--- src/rtl/boss_motion.sv ---
// Boss rectangle for the 640x480 renderer: bounces once per frame inside the active
// area and tracks hit points through an IDLE/MOVE/FLASH/DEAD state machine.
module boss_motion #(
    parameter int X_MIN        = 144,
    parameter int X_MAX        = 783,
    parameter int Y_MIN        = 31,
    parameter int Y_MAX        = 510,
    parameter int BOSS_W       = 64,
    parameter int BOSS_H       = 48,
    parameter int SPEED_X      = 2,
    parameter int SPEED_Y      = 1,
    parameter int START_X      = 400,
    parameter int START_Y      = 100,
    parameter int HP_INIT      = 8,
    parameter int FLASH_FRAMES = 4
) (
    input  logic       dclk,
    input  logic       rst,
    input  logic       vsync,
    input  logic       enable,
    input  logic       hit,
    output logic [9:0] bossX,
    output logic [8:0] bossY,
    output logic [9:0] bossW,
    output logic [8:0] bossH,
    output logic [3:0] boss_hp,
    output logic       boss_flash,
    output logic       boss_dead,
    output logic [1:0] state_dbg
);

    typedef enum logic [1:0] {
        IDLE  = 2'd0,
        MOVE  = 2'd1,
        FLASH = 2'd2,
        DEAD  = 2'd3
    } state_t;

    localparam logic [10:0] XMIN11 = 11'(X_MIN);
    localparam logic [10:0] XMAX11 = 11'(X_MAX);
    localparam logic [10:0] YMIN11 = 11'(Y_MIN);
    localparam logic [10:0] YMAX11 = 11'(Y_MAX);
    localparam logic [10:0] SX11   = 11'(SPEED_X);
    localparam logic [10:0] SY11   = 11'(SPEED_Y);
    localparam logic [10:0] W11    = 11'(BOSS_W);
    localparam logic [10:0] H11    = 11'(BOSS_H);

    state_t     state_q, state_d;
    logic [9:0] x_q, x_d;
    logic [8:0] y_q, y_d;
    logic       left_q, left_d;
    logic       up_q, up_d;
    logic [3:0] hp_q, hp_d;
    logic [3:0] flash_cnt_q, flash_cnt_d;
    logic       vs_q;

    logic        frame_tick;
    logic        move_ok;
    logic [10:0] x_ext, y_ext;

    // Rising edge of active-low vsync: end of sync pulse, still inside vertical blanking.
    assign frame_tick = vsync & ~vs_q;
    assign move_ok    = frame_tick & enable & ((state_q == MOVE) | (state_q == FLASH));
    assign x_ext      = {1'b0, x_q};
    assign y_ext      = {2'b00, y_q};

    always_comb begin
        x_d    = x_q;
        left_d = left_q;
        if (move_ok) begin
            if (!left_q) begin
                if (x_ext + SX11 + W11 > XMAX11) begin
                    x_d    = 10'(X_MAX - BOSS_W);
                    left_d = 1'b1;
                end else begin
                    x_d = 10'(x_ext + SX11);
                end
            end else if (x_ext < XMIN11 + SX11) begin
                x_d    = 10'(X_MIN);
                left_d = 1'b0;
            end else begin
                x_d = 10'(x_ext - SX11);
            end
        end
    end

    always_comb begin
        y_d  = y_q;
        up_d = up_q;
        if (move_ok) begin
            if (!up_q) begin
                if (y_ext + SY11 + H11 > YMAX11) begin
                    y_d  = 9'(Y_MAX - BOSS_H);
                    up_d = 1'b1;
                end else begin
                    y_d = 9'(y_ext + SY11);
                end
            end else if (y_ext < YMIN11 + SY11) begin
                y_d  = 9'(Y_MIN);
                up_d = 1'b0;
            end else begin
                y_d = 9'(y_ext - SY11);
            end
        end
    end

    // A hit arriving together with a tick in MOVE leaves flash_cnt full, so the
    // countdown begins on the following tick.
    always_comb begin
        state_d     = state_q;
        hp_d        = hp_q;
        flash_cnt_d = flash_cnt_q;
        case (state_q)
            IDLE: begin
                if (enable) state_d = MOVE;
            end
            MOVE: begin
                if (hit) begin
                    if (hp_q > 4'd1) begin
                        hp_d        = hp_q - 4'd1;
                        flash_cnt_d = 4'(FLASH_FRAMES);
                        state_d     = FLASH;
                    end else begin
                        hp_d    = 4'd0;
                        state_d = DEAD;
                    end
                end
            end
            FLASH: begin
                if (frame_tick) begin
                    if (flash_cnt_q == 4'd1) begin
                        flash_cnt_d = 4'd0;
                        state_d     = MOVE;
                    end else begin
                        flash_cnt_d = flash_cnt_q - 4'd1;
                    end
                end
            end
            default: begin
                state_d = DEAD;
            end
        endcase
    end

    always_ff @(posedge dclk) begin
        if (rst) begin
            state_q     <= IDLE;
            x_q         <= 10'(START_X);
            y_q         <= 9'(START_Y);
            left_q      <= 1'b0;
            up_q        <= 1'b0;
            hp_q        <= 4'(HP_INIT);
            flash_cnt_q <= 4'd0;
            vs_q        <= 1'b1;
        end else begin
            state_q     <= state_d;
            x_q         <= x_d;
            y_q         <= y_d;
            left_q      <= left_d;
            up_q        <= up_d;
            hp_q        <= hp_d;
            flash_cnt_q <= flash_cnt_d;
            vs_q        <= vsync;
        end
    end

    assign bossX      = x_q;
    assign bossY      = y_q;
    assign bossW      = 10'(BOSS_W);
    assign bossH      = 9'(BOSS_H);
    assign boss_hp    = hp_q;
    assign boss_flash = (state_q == FLASH);
    assign boss_dead  = (state_q == DEAD);
    assign state_dbg  = state_q;

endmodule
--- config.mk ---
export PLATFORM = sky130hd
export DESIGN_NAME = boss_motion
export DESIGN_NICKNAME = d
export VERILOG_FILES = /design/src/rtl/boss_motion.sv
export SDC_FILE = /design/constraint.sdc
export NUM_CORES = 1
export LEC_CHECK = 0
export BUFFER_PORTS_ARGS = -buffer_cell sky130_fd_sc_hd__buf_2
export CORE_ASPECT_RATIO = 1.4
export CORE_MARGIN = 2
export CORE_UTILIZATION = 40
export DETAILED_ROUTE_END_ITERATION = 10
export PLACE_DENSITY_LB_ADDON = 0.2
export SLEW_MARGIN = 10
export SYNTH_ARGS = -nofsm -noshare
export SYNTH_HDL_FRONTEND = slang
export SYNTH_SLANG_ARGS = --single-unit
--- constraint.sdc ---
create_clock -name dclk -period 5.6 [get_ports dclk]
set_clock_uncertainty 0.1 [all_clocks]
set_input_delay 0.56 -clock dclk [delete_from_list [all_inputs] [get_ports dclk]]
set_output_delay 0.56 -clock dclk [all_outputs]
set_load 0.02 [all_outputs]
; ---- Word-level counts from Yosys, hierarchy flattened
; Cells that the tools add are included.
[classes]
addsub = 8
magnitude_cmp = 5
n_eq_ne = 9
n_mux = 24
bitwise = 5
reduce_logical = 5
[op_table]
columns = op, n
row1 = $mux 10, 3
row2 = $mux 9, 3
row3 = $mux 4, 5
row4 = $add 10x2->11 const B, 1
row5 = $add 11x6->11 const B, 1
row6 = $add 11x7->11 const B, 1
row7 = $gt 11x10->1 const B, 1
row8 = $gt 11x9->1 const B, 1
row9 = $add 9x1->10 const B, 1
row10 = $lt 10x8->1 const B, 1
row11 = $sub 10x2->10 const B, 1
row12 = $lt 9x6->1 const B, 1
row13 = $sub 9x1->9 const B, 1
row14 = $mux 2, 4
row15 = $pmux 4 s2, 1
row16 = $reduce_and 4->1, 2
row17 = $sub 4x1->4 const B, 2
row18 = $mux 1, 7
row19 = $ne 2x1->1 const B, 3
row20 = $pmux 2 s3, 1
row21 = $eq 2x2->1 const B, 2
row22 = $eq 4x1->1 const B, 1
row23 = $gt 4x1->1 const B, 1
row24 = $ne 2x2->1 const B, 2
row25 = 7 further kinds, 9
[word_totals]
ff_bits = 32
in_bits = 5
out_inout_bits = 46
word_cells = 64

; ---- Depth between registers and ports, before layout
[logic_depth]
word_depth = 5
ltp_mapped = 12
depth_no_buf = 11

; ---- Worst setup path after synthesis
; OpenSTA, ideal clock, no wires.
[synth_path]
kind = reg-to-reg
startpoint = register y_q[2] (netlist: bossY[2])
endpoint = register up_q
setup_time_ns = 0.091
arrival_time_ns = 2.720
t_required_ns = 5.409
path_slack_ns = 2.689
stages_incl_launch_ff = 12
path_buffers = 1
period_less_slack_ns = 2.911
cell_sequence = dfxtp_1 > buf_4 > nand3_1 > or3_1 > and2_1 > ha_1 > nand4b_1 > o311ai_1 > nand3_1 > a21boi_2 > a21oi_1 > a311oi_1
[synth_between]
elab_chain_cells = 5
word_cells_on_any_way = 7
classes_between = add/sub: 2 / order compare: 2 / mux: 3
[synth_rtl]
columns = element, line
row1 = from (decl), 50  ; logic [8:0] y_q, y_d;
row2 = from (signal assigned), 149  ; y_q <= 9'(START_Y);
row3 = from (signal assigned), 158  ; y_q <= y_d;
row4 = $add 9x1->10, n/a
row5 = $add 11x6->11, 92  ; if (y_ext + SY11 + H11 > YMAX11) begin
row6 = $gt 11x9->1, 92
row7 = $mux 1, 92
row8 = $mux 1 (*), 91  ; if (!up_q) begin
row9 = to (signal assigned), 160  ; up_q <= up_d;
row10 = to (decl), 52  ; logic up_q, up_d;
; Every way passes the cells marked *; elsewhere a longest branch is shown, timed or not.
; A chain may end at the register's enable or synchronous reset.

; ---- Worst setup path in the final report
; Same ends and word-level chain as after synthesis.

==> run_results.csv <==
group,metric,value,unit
drt,first_pass_iters,4,
pwr,pwr-share-clk,23.2,%
cts,clock_latency,290,ps
placed_design,dp_cells,468,
global_routing,antenna_found_initial,0,
setup_path,crit_path_end_kind,"register",
setup_path,r2r_slack,2330,ps
drt,drt-vias-per-instance,5.56,
global_routing,grt_overflow,0,
synthesis,yosysWarnings,0,
setup_path,cp.arrival,3370,ps
cts,cts_tree,"done",
timing,maxSlewViolCount,0,
global_routing,track_usage,18.2,%
hold_path,worstHoldEndpoint,"vs_q",
run_status,status,"completed",
setup_path,cp-start-kind,"register",
pwr,switching_share,39.4,%
cts,cts_sinks,32,
die,ioPinCount,51,
synthesis,syn_area,2800,sq um
pwr,p_seq_share,40.5,%
hold_path,holdCritStartpoint,"vsync",
cells_and_area,drive_gt1_share,16.3,%
cts,numCtsBuffers,5,
synthesis,seq_area_frac_synth,22.8,%
drt,post_drt_wl_per_cell,14.3,microns
cells_and_area,postLayoutCoreUtil,42.9,%
pwr,pwr-share-comb,36.3,%
cells_and_area,n_antenna_cell,0,
job,maxCapViolations,0,
cts,postCtsSetupBuffers,0,
timing,max_slew_margin,55.9,%
synthesis,yosysUniqueCellTypes,66,
synthesis,ys_ff_latch,32,
setup_path,max_stage_delay,520,ps
drt,ant_nets,0,
die,core_area,6890,sq um
placed_design,hpwlAfterDp,4880,microns
synthesis,synth_area_per_cell,7.60,sq um
drt,drc,0,
setup_path,cp_slowest_cell,"dfxtp_1",
die,die_h,103,microns
die,rows,36,
pwr,p_sw,0.290,mW
cells_and_area,fillers,735,
pwr,p_leak,1.10,nW
placed_design,port_buffers,31,
drt,dr_total_vias,2641,
synthesis,netlist_instances,369,
cells_and_area,fin_cells,475,
cells_and_area,final-seq-area,641,sq um
hold_path,hp-class,"in2reg",
die,chipWidth,74.8,microns
timing,worst_hold_slack,380,ps
synthesis,synth_edf_count,0,
setup_path,crit_chain,"nand3_1 -> or3_1 -> and2_1 -> ha_1 -> nand4b_1 -> o311ai_1 -> nand3_1 -> a21boi_2 -> a21oi_1 -> a311oi_1",
die,initial_utilization,40.7,%
cts,root_buffer,"clkbuf_8",
setup_path,worst_path_most_repeated_cell,"nand3_1",
timing,fin_crit_sh,58.5,%
setup_path,worstReg2RegStart,"bossY[2]",
pwr,p_per_area,249,nW/um^2
die,die_area,7710,sq um
timing,finalSetupTns,0,ps
synthesis,synthArstFlopShare,0,%
pwr,irDropWorstVdd,0.171,mV
global_routing,grt_pass1_vias,2299,
timing,maxClockFrequency,305,MHz
setup_path,rr_endpoint,"up_q",
cells_and_area,multi_input_area,1890,sq um
timing,rsz0062_at_grt,"no",
drt,drt_iter0_drc,117,
cts,ctsHoldBuffers,0,
pwr,internal_power,0.445,mW
cts,cts_max_level,2,
setup_path,r2r_cells,10,
cts,clk_path_buf_depth,2,
timing,min_period,3270,ps
cts,cts.reportedPaths.clkPinSlew,70,ps
timing,max_slew.worst_pin.slew,661,ps
global_routing,grt_max_degree,33,
setup_path,cp_max_fo,11,
cts,cts.repair.resized,0,
setup_path,crit_type,"reg2reg",
timing,hold_viol,0,
synthesis,ys.flop_type,"dfxtp_1",
global_routing,grt_first_pass_wirelength,10900,microns
drt,wl,6770,microns
hold_path,holdPathStages,2,
cells_and_area,syn2layout_area_growth,5.35,%
setup_path,critical_path_required,5700,ps
timing,setup_viol,0,
placed_design,gp_congestion,0.805,
cells_and_area,nNetsFinal,402,
-- state kept, by name, summed over array words and instances, names as in the netlist --
signal       count
left_q           1
flash_cnt_q      4
state_dbg        2
bossY            9
vs_q             1
up_q             1
bossX           10
boss_hp          4
-- per-layer routing --
metal  global-route usage [%]  share of wire (%)  up-vias
met5                        0                  0        -
met4                     6.73                2.0        0
met3                     2.93                4.2       11
met2                     32.1                 50       57
met1                     21.9                 43     1247
li1                         -                  -     1326
-- cell type report --
type,count,share of cell area (%)
inverter,15,1.91
tap,95,4.02
timing repair buffer,33,5.76
clock buffer,6,2.46
clock inverter,1,0.169
sequential,32,21.7
multi-input combinational,293,64.0
-- critical path, delay by kind of cell (launching register included) --
family	cells	cell delay (ps)
AOI/OAI and AO/OA	4	1080
and+or+nand+nor	5	1240
DFF	1	520
adders and majority gates	1	260
-- worst max path at each step --
stage             start        to  slack, ps  depth (start not counted)
2_1_floorplan  bossY[2]      up_q       2690                         11
3_3_place_gp   bossY[2]      up_q       2530                         10
3_5_place_dp   bossY[2]      up_q       2370                         10
4_1_cts        bossY[2]      up_q       2370                         10
5_1_grt        bossY[2]  bossY[3]       2040                         10
6_report       bossY[2]      up_q       2330                         10
-- stage by stage --
stage          instance area (sq um)  worst slack [ps]  power [mW]
2_1_floorplan                   2870              2690       0.516
3_3_place_gp                    2880              2530       0.565
3_5_place_dp                    2880              2370       0.571
4_1_cts                         2950              2370       0.743
5_1_grt                         2950              2040       0.792
6_report                        2950              2330       0.735
-- cells by family after synthesis --
group	Yosys count	synth area share [%]
simple gates	145	28.4
compound gates	97	24.2
buf+inv	61	12.0
flops	32	22.8
fa+ha+maj	17	7.59
xor+xnor	15	4.69
other cells	2	0.268
-- synth_stat cells, types with 2 or more instances --
cell / count / share of area [%]
nand3b_1: 2 / 0.54
buf_1: 2 / 0.27
buf_4: 23 / 6.2
nor2b_1: 3 / 0.67
nor3_1: 21 / 3.7
o21ai_1: 3 / 0.54
nor4_1: 6 / 1.3
a21oi_1: 32 / 5.7
o221ai_1: 2 / 0.62
o31ai_1: 7 / 1.9
o21ai_0: 14 / 2.5
or3_1: 10 / 2.2
conb_1: 2 / 0.27
dfxtp_1: 32 / 23
and3_1: 5 / 1.1
xnor2_1: 8 / 2.5
xor2_1: 7 / 2.2
a211oi_1: 4 / 1.1
a311oi_1: 2 / 0.62
nor3b_1: 3 / 0.80
buf_6: 2 / 0.80
a31o_2: 2 / 0.62
a211o_1: 2 / 0.62
inv_1: 15 / 2.0
or4_1: 5 / 1.3
nand3_1: 13 / 2.3
o221a_2: 2 / 0.80
clkbuf_1: 14 / 1.9
ha_1: 17 / 7.6
o22ai_1: 3 / 0.67
nand2b_1: 4 / 0.89
nand4_1: 3 / 0.67
nand2_1: 21 / 2.8
a221oi_2: 2 / 1.1
or2_2: 4 / 0.89
buf_2: 5 / 0.89
nor2_1: 31 / 4.1
a31oi_1: 8 / 1.8
-- cell usage in the layout, fill, tap and decap left out, types with 14 or more instances in the layout --
cell	count
nor2_1	31
buf_2	31
a21oi_1	32
dfxtp_1	32
conb_1	19
nor3_1	21
inv_1	15
o21ai_0	14
ha_1	17
nand2_1	21
-- power groups by stage --
stage,combinational (mW),clock [mW],sequential [mW]
2_1_floorplan,0.207,0,0.309
3_3_place_gp,0.264,0,0.301
5_1_grt,0.302,0.188,0.303
6_report,0.267,0.171,0.297
3_5_place_dp,0.269,0,0.302
4_1_cts,0.269,0.177,0.297
Note: power is estimated with default switching activity, not from simulation.
